==> src/rtl/oram_write_buffer.sv <==
// oram_write_buffer: FIFO-decoupled writer of translated ARM words into the output code RAM
//
// Words pushed by the translator are queued in a small FIFO. Each queued word is written
// to the code RAM at the next consecutive word address. One word is written every
// WR_CYCLES cycles. The block also counts the words written, reports end of method,
// and detects code-area overflow.
//
// Ports:
//   i_clk        clock, rising edge
//   i_reset      asynchronous active-high reset, clears all state
//   i_start      push request, accepted when i_start && o_ready
//   i_data       32-bit ARM instruction word to store
//   o_ready      FIFO can accept this cycle (not full, not overflowed)
//   i_load_base  load i_base_addr into the write pointer (IDLE/HALT with FIFO empty only)
//   i_base_addr  start word address of the next method
//   i_flush      end of method; o_done pulses once every accepted word is written
//   o_mem_we     RAM write strobe, one cycle per word
//   o_mem_addr   RAM word address, valid with o_mem_we
//   o_mem_wdata  RAM write data, valid with o_mem_we
//   o_word_count words written since the last load_base or reset
//   o_done       one-cycle pulse: flush pending, FIFO empty, RAM idle
//   o_overflow   sticky: a word was due at an address beyond ADDR_LIMIT
module oram_write_buffer #(
    parameter int DEPTH      = 4,
    parameter int AW         = 10,
    parameter int WR_CYCLES  = 2,
    parameter int ADDR_LIMIT = 1023
) (
    input  logic          i_clk,
    input  logic          i_reset,
    input  logic          i_start,
    input  logic [31:0]   i_data,
    output logic          o_ready,
    input  logic          i_load_base,
    input  logic [AW-1:0] i_base_addr,
    input  logic          i_flush,
    output logic          o_mem_we,
    output logic [AW-1:0] o_mem_addr,
    output logic [31:0]   o_mem_wdata,
    output logic [AW:0]   o_word_count,
    output logic          o_done,
    output logic          o_overflow
);
    localparam int PW = $clog2(DEPTH);
    localparam int CW = $clog2(WR_CYCLES + 1);
    localparam logic [AW:0] LIMIT = (AW+1)'(ADDR_LIMIT);
    localparam logic [CW-1:0] WAIT_INIT = CW'((WR_CYCLES > 1) ? WR_CYCLES - 2 : 0);
    // The write itself is not a registered state. Issuing straight from IDLE gives the
    // one-cycle accept-to-mem_we latency. WAIT covers the remaining RAM cycles.
    localparam logic [1:0] S_IDLE = 2'd0;
    localparam logic [1:0] S_WAIT = 2'd1;
    localparam logic [1:0] S_HALT = 2'd2;

    logic [31:0]   r_mem [DEPTH];
    logic [PW:0]   r_wp;
    logic [PW:0]   r_rp;
    logic [AW:0]   r_ptr;
    logic [AW:0]   r_count;
    logic [CW-1:0] r_wcnt;
    logic [1:0]    r_state;
    logic          r_flush;
    logic          r_ovf;
    logic          w_empty;
    logic          w_full;
    logic          w_push;
    logic          w_due;
    logic          w_hit;
    logic          w_issue;
    logic          w_load;
    logic          w_done;

    // Pointers carry one extra wrap bit, so full and empty can be told apart.
    assign w_empty = r_wp == r_rp;
    assign w_full  = (r_wp ^ r_rp) == {1'b1, {PW{1'b0}}};
    assign o_ready = !i_reset && !w_full && !r_ovf;
    assign w_push  = i_start && o_ready;
    assign w_due   = r_state == S_IDLE && !w_empty;
    // The pointer is one bit wider than the RAM address, so it never wraps into low memory.
    assign w_hit   = w_due && r_ptr > LIMIT;
    assign w_issue = w_due && !w_hit;
    assign w_load  = i_load_base && w_empty && (r_state == S_IDLE || r_state == S_HALT);
    assign w_done  = r_flush && w_empty && (r_state == S_IDLE || r_state == S_HALT);

    assign o_mem_we     = w_issue;
    assign o_mem_addr   = r_ptr[AW-1:0];
    assign o_mem_wdata  = w_issue ? r_mem[r_rp[PW-1:0]] : '0;
    assign o_word_count = r_count;
    assign o_done       = w_done;
    assign o_overflow   = r_ovf;

    always_ff @(posedge i_clk) begin
        if (w_push) r_mem[r_wp[PW-1:0]] <= i_data;
    end

    always_ff @(posedge i_clk or posedge i_reset) begin
        if (i_reset) begin
            r_wp    <= '0;
            r_rp    <= '0;
            r_ptr   <= '0;
            r_count <= '0;
            r_wcnt  <= '0;
            r_state <= S_IDLE;
            r_flush <= 1'b0;
            r_ovf   <= 1'b0;
        end else begin
            r_wp    <= r_wp + (PW+1)'(w_push);
            // On overflow the queue is dropped, including any word pushed this same cycle.
            r_rp    <= w_hit ? r_wp + (PW+1)'(w_push) : r_rp + (PW+1)'(w_issue);
            r_ptr   <= w_load ? {1'b0, i_base_addr} : r_ptr + (AW+1)'(w_issue);
            r_count <= w_load ? '0 : r_count + (AW+1)'(w_issue);
            r_ovf   <= !w_load && (r_ovf || w_hit);
            r_flush <= !w_load && (i_flush || (r_flush && !w_done));
            if (w_hit) begin
                r_state <= S_HALT;
            end else if (w_issue) begin
                r_state <= (WR_CYCLES > 1) ? S_WAIT : S_IDLE;
                r_wcnt  <= WAIT_INIT;
            end else if (r_state == S_WAIT && r_wcnt == '0) begin
                r_state <= S_IDLE;
            end else if (r_state == S_WAIT) begin
                r_wcnt  <= r_wcnt - 1'b1;
            end else if (r_state == S_HALT && w_load) begin
                r_state <= S_IDLE;
            end
        end
    end
endmodule
==> config.mk <==
export PLATFORM = sky130hd
export DESIGN_NAME = oram_write_buffer
export DESIGN_NICKNAME = d
export VERILOG_FILES = /design/src/rtl/oram_write_buffer.sv
export SDC_FILE = /design/constraint.sdc
export NUM_CORES = 1
export LEC_CHECK = 0
export ABC_CLOCK_PERIOD_IN_PS = 5800
export BUFFER_PORTS_ARGS = -buffer_cell sky130_fd_sc_hd__buf_2
export CAP_MARGIN = 20
export CORE_MARGIN = 4
export CORE_UTILIZATION = 63
export CTS_BUF_LIST = sky130_fd_sc_hd__clkbuf_4
export CTS_CLUSTER_DIAMETER = 80
export DETAILED_ROUTE_END_ITERATION = 8
export GPL_TIMING_DRIVEN = 0
export MAX_ROUTING_LAYER = met4
export PLACE_DENSITY = 0.85
export SLEW_MARGIN = 20
export SYNTH_ARGS = -nofsm -noshare
export SYNTH_HDL_FRONTEND = slang
export SYNTH_SLANG_ARGS = --single-unit
==> constraint.sdc <==
create_clock -name i_clk -period 5.8 [get_ports i_clk]
set_input_delay 0.58 -clock i_clk [delete_from_list [all_inputs] [get_ports i_clk]]
set_output_delay 0.58 -clock i_clk [all_outputs]
set_load 0.05 [all_outputs]
==> flow_summary.json <==
{
  "skew_ns": 0.0269,
  "grt_max_degree": 36,
  "avgRoutedWirePerCell_um": 18.0,
  "synth_fp_nets": 439,
  "clockBufferDepth": 2,
  "io_buffers": 103,
  "p_seq_share_pct": 36.0,
  "post_cts_buffers": 0,
  "fin_tns_setup_ns": 0,
  "slew_viol_final": 0,
  "cts_tree": "yes",
  "drive_gt1_share_pct": 40.5,
  "fmax_mhz": 292,
  "vias_per_cell": 5.57,
  "worstMarginPinSlew_ns": 0.866,
  "synth_flop_cell": "edfxtp_1",
  "swShare_pct": 45.1,
  "stdcell_area_um2": 7790,
  "dieArea_um2": 12300,
  "die_w_um": 111,
  "synth_common_cells": "edfxtp_1, dfrtp_1, nor2b_1, mux4_2, nand2_1",
  "vias": 3726,
  "clkSinkCount": 162,
  "yosysWarnings": 0,
  "antenna_found_initial": 0,
  "critPathMaxFanout": 10,
  "synth.cell_area_um2": 6650,
  "hold_viol": 0,
  "critPathSlowestCell": "dfrtp_1",
  "worst_path_largest_cell_delay_ns": 0.42,
  "clock-root-buffer": "clkbuf_4",
  "yosysTopAreaCell": "edfxtp_1",
  "critical_path_class": "flip-flop to output port",
  "grt_pass1_wl_um": 19900,
  "path_buf_inv": 4,
  "area_delta_synth_final_pct": 17.1,
  "cts_buffers": 17,
  "crit_path_end_kind": "output port",
  "rsz0062_at_grt": "false",
  "start_util_pct": 64.4,
  "ys_seq_area_share_pct": 70.6,
  "critPathArrivalTime_ns": 2.84,
  "nNetsFinal": 576,
  "wl_um": 12000,
  "p_int_mw": 2.41,
  "p_leak_nw": 3.01,
  "syn_area_per_cell_um2": 17.4,
  "worstSetupStartpoint": "r_rp[0]$_DFF_PP0_",
  "r2r-start": "r_rp[0]$_DFF_PP0_",
  "diodes": 0,
  "dr.pass1.iters": 8,
  "globalRouteOverflowTotal": 0,
  "worstPathCellList": "buf_4 > xor2_2 > nor3_1 > or4_1 > buf_2 > buf_2 > nor2b_1 > buf_2",
  "htreeDepth": 4,
  "peakVddDrop_uv": 332,
  "place_hpwl_um": 8690,
  "grt_pass1_vias": 3886,
  "track_usage_pct": 21.8,
  "path_clk_slew_ns": 0.14,
  "drt_iter0_markers": 223,
  "max_cap_viol_count": 0,
  "place_area_um2": 7510,
  "clk_latency_ns": 0.55,
  "ys_top_cells_by_area": "edfxtp_1, dfrtp_1, mux4_2",
  "synth_edf_count": 128,
  "yosysMostFrequentCell": "edfxtp_1",
  "crit_path_frequent_cell": "buf_2",
  "ant_nets": 0,
  "comb_power_share_pct": 49.5,
  "crit_path_start_kind": "flip-flop",
  "hp-class": "primary input to asynchronous set/reset pin",
  "period_needed_ns": 3.42,
  "path_delay_family": "buffers and inverters",
  "critPathRequiredTime_ns": 5.22,
  "die_h_um": 111,
  "p_switching_mw": 1.98,
  "ctsResizeCount": 0,
  "power.density_nw_per_um2": 564,
  "syn_inst": 383,
  "period_share_pct": 58.9,
  "ys_types": 39,
  "io-pin-count": 104,
  "slew_headroom_pct": 42.3,
  "synth_top_area_share_pct": 57.8,
  "setup_viol": 0,
  "core.rowCount": 37,
  "drc_errors": 0,
  "async_flop_share_pct": 21.0,
  "ys_seq_elements": 162,
  "pwr-share-clk_pct": 14.5,
  "hold_buffers": 0,
  "coreArea_um2": 10300,
  "place.gp.congestion": 0.761,
  "power_mw": 4.39,
  "status": "completed"
}
registers in the layout, summed over array words and instances, names as in the netlist:
name,count
r_mem,128
o_word_count,11
r_ptr,11
r_rp,3
r_wp,3
r_state,2
r_wcnt,2
o_overflow,1
r_flush,1
final cells by class:
| class | instances | area (µm²) |
|---|---|---|
| plain buffers | 26 | 149 |
| clock buffers | 18 | 135 |
| clock inverters | 14 | 144 |
| fillers | 632 | 2530 |
| inverters | 10 | 37.5 |
| multi-input cells | 185 | 1790 |
| flip-flops and latches | 162 | 4690 |
| well taps | 136 | 170 |
| repair buffers | 118 | 667 |
power by group through the flow:
stage	Sequential (mW)	Combinational, mW	Clock (mW)
3_5_place_dp	1.61	2.20	0
6_report	1.58	2.17	0.636
5_1_grt	1.60	2.32	0.719
2_1_floorplan	1.67	1.61	0
3_3_place_gp	1.60	2.12	0
4_1_cts	1.58	2.21	0.654
logic make-up after synthesis:
kind of cell	Yosys count	share of synthesized area (%)
AO/OA/AOI/OAI	21	1.81
XOR/XNOR	23	3.25
adder cells (fa/ha/maj)	9	1.69
buffers and inverters	36	2.80
flip-flops	162	70.6
multiplexers	37	11.9
AND/OR/NAND/NOR	95	8.01
through the flow:
stage | setup WS [ns] | hold slack [ns] | std cells | utilization, %
after floorplan | 0.720 | 0.483 | 383 | -
after global placement | -1.07 | 0.505 | 622 | 71.1
after detailed placement | 2.42 | 0.533 | 637 | 72.8
after CTS | 2.32 | 0.103 | 669 | 75.5
after global routing | 2.19 | 0.139 | 669 | 75.5
final | 2.38 | 0.134 | 669 | 75.5
layer usage:
metal	GRT usage, %	vias to the layer above	wire length (µm)
li1	-	1724	-
met1	27.2	1840	4860
met2	34.7	146	6130
met3	6.39	16	878
met4	7.06	0	155
met5	-	-	0
layout by cell type, fill, tap and decap left out, types with 4 or more instances in the layout:
cell type / Yosys / routed
clkinv_4: 0 / 4
edfxtp_1: 128 / 128
dfrtp_1: 34 / 34
nand4_1: 6 / 6
o21ai_0: 11 / 11
xor2_1: 15 / 15
nor2_1: 15 / 14
xnor2_1: 6 / 6
buf_4: 12 / 21
buf_6: 0 / 5
buf_2: 5 / 108
clkbuf_1: 7 / 7
nand3_1: 5 / 5
inv_1: 9 / 8
mux4_2: 32 / 32
clkbuf_4: 0 / 18
a21oi_1: 4 / 4
nand2_1: 16 / 16
inv_6: 0 / 4
ha_1: 9 / 9
nor2b_1: 34 / 34
worst paths after layout:
kind                            cells after the start                        end  slack, ns
worst min-delay path                                2  o_word_count[6]$_DFF_PP0_       0.13
worst max-delay path                                8            o_mem_wdata[22]       2.38
max in group asynchronous                           2     r_state[0]$_DFFE_PP0P_       5.18
worst min register to register                      2      r_wcnt[0]$_DFFE_PP0P_       0.56
min in group i_clk                                  1     r_mem[0][15]$_DFFE_PP_       0.23
worst max register to register                     13        r_ptr[10]$_DFF_PP0_       2.43
Note: power is estimated with default switching activity, not from simulation.
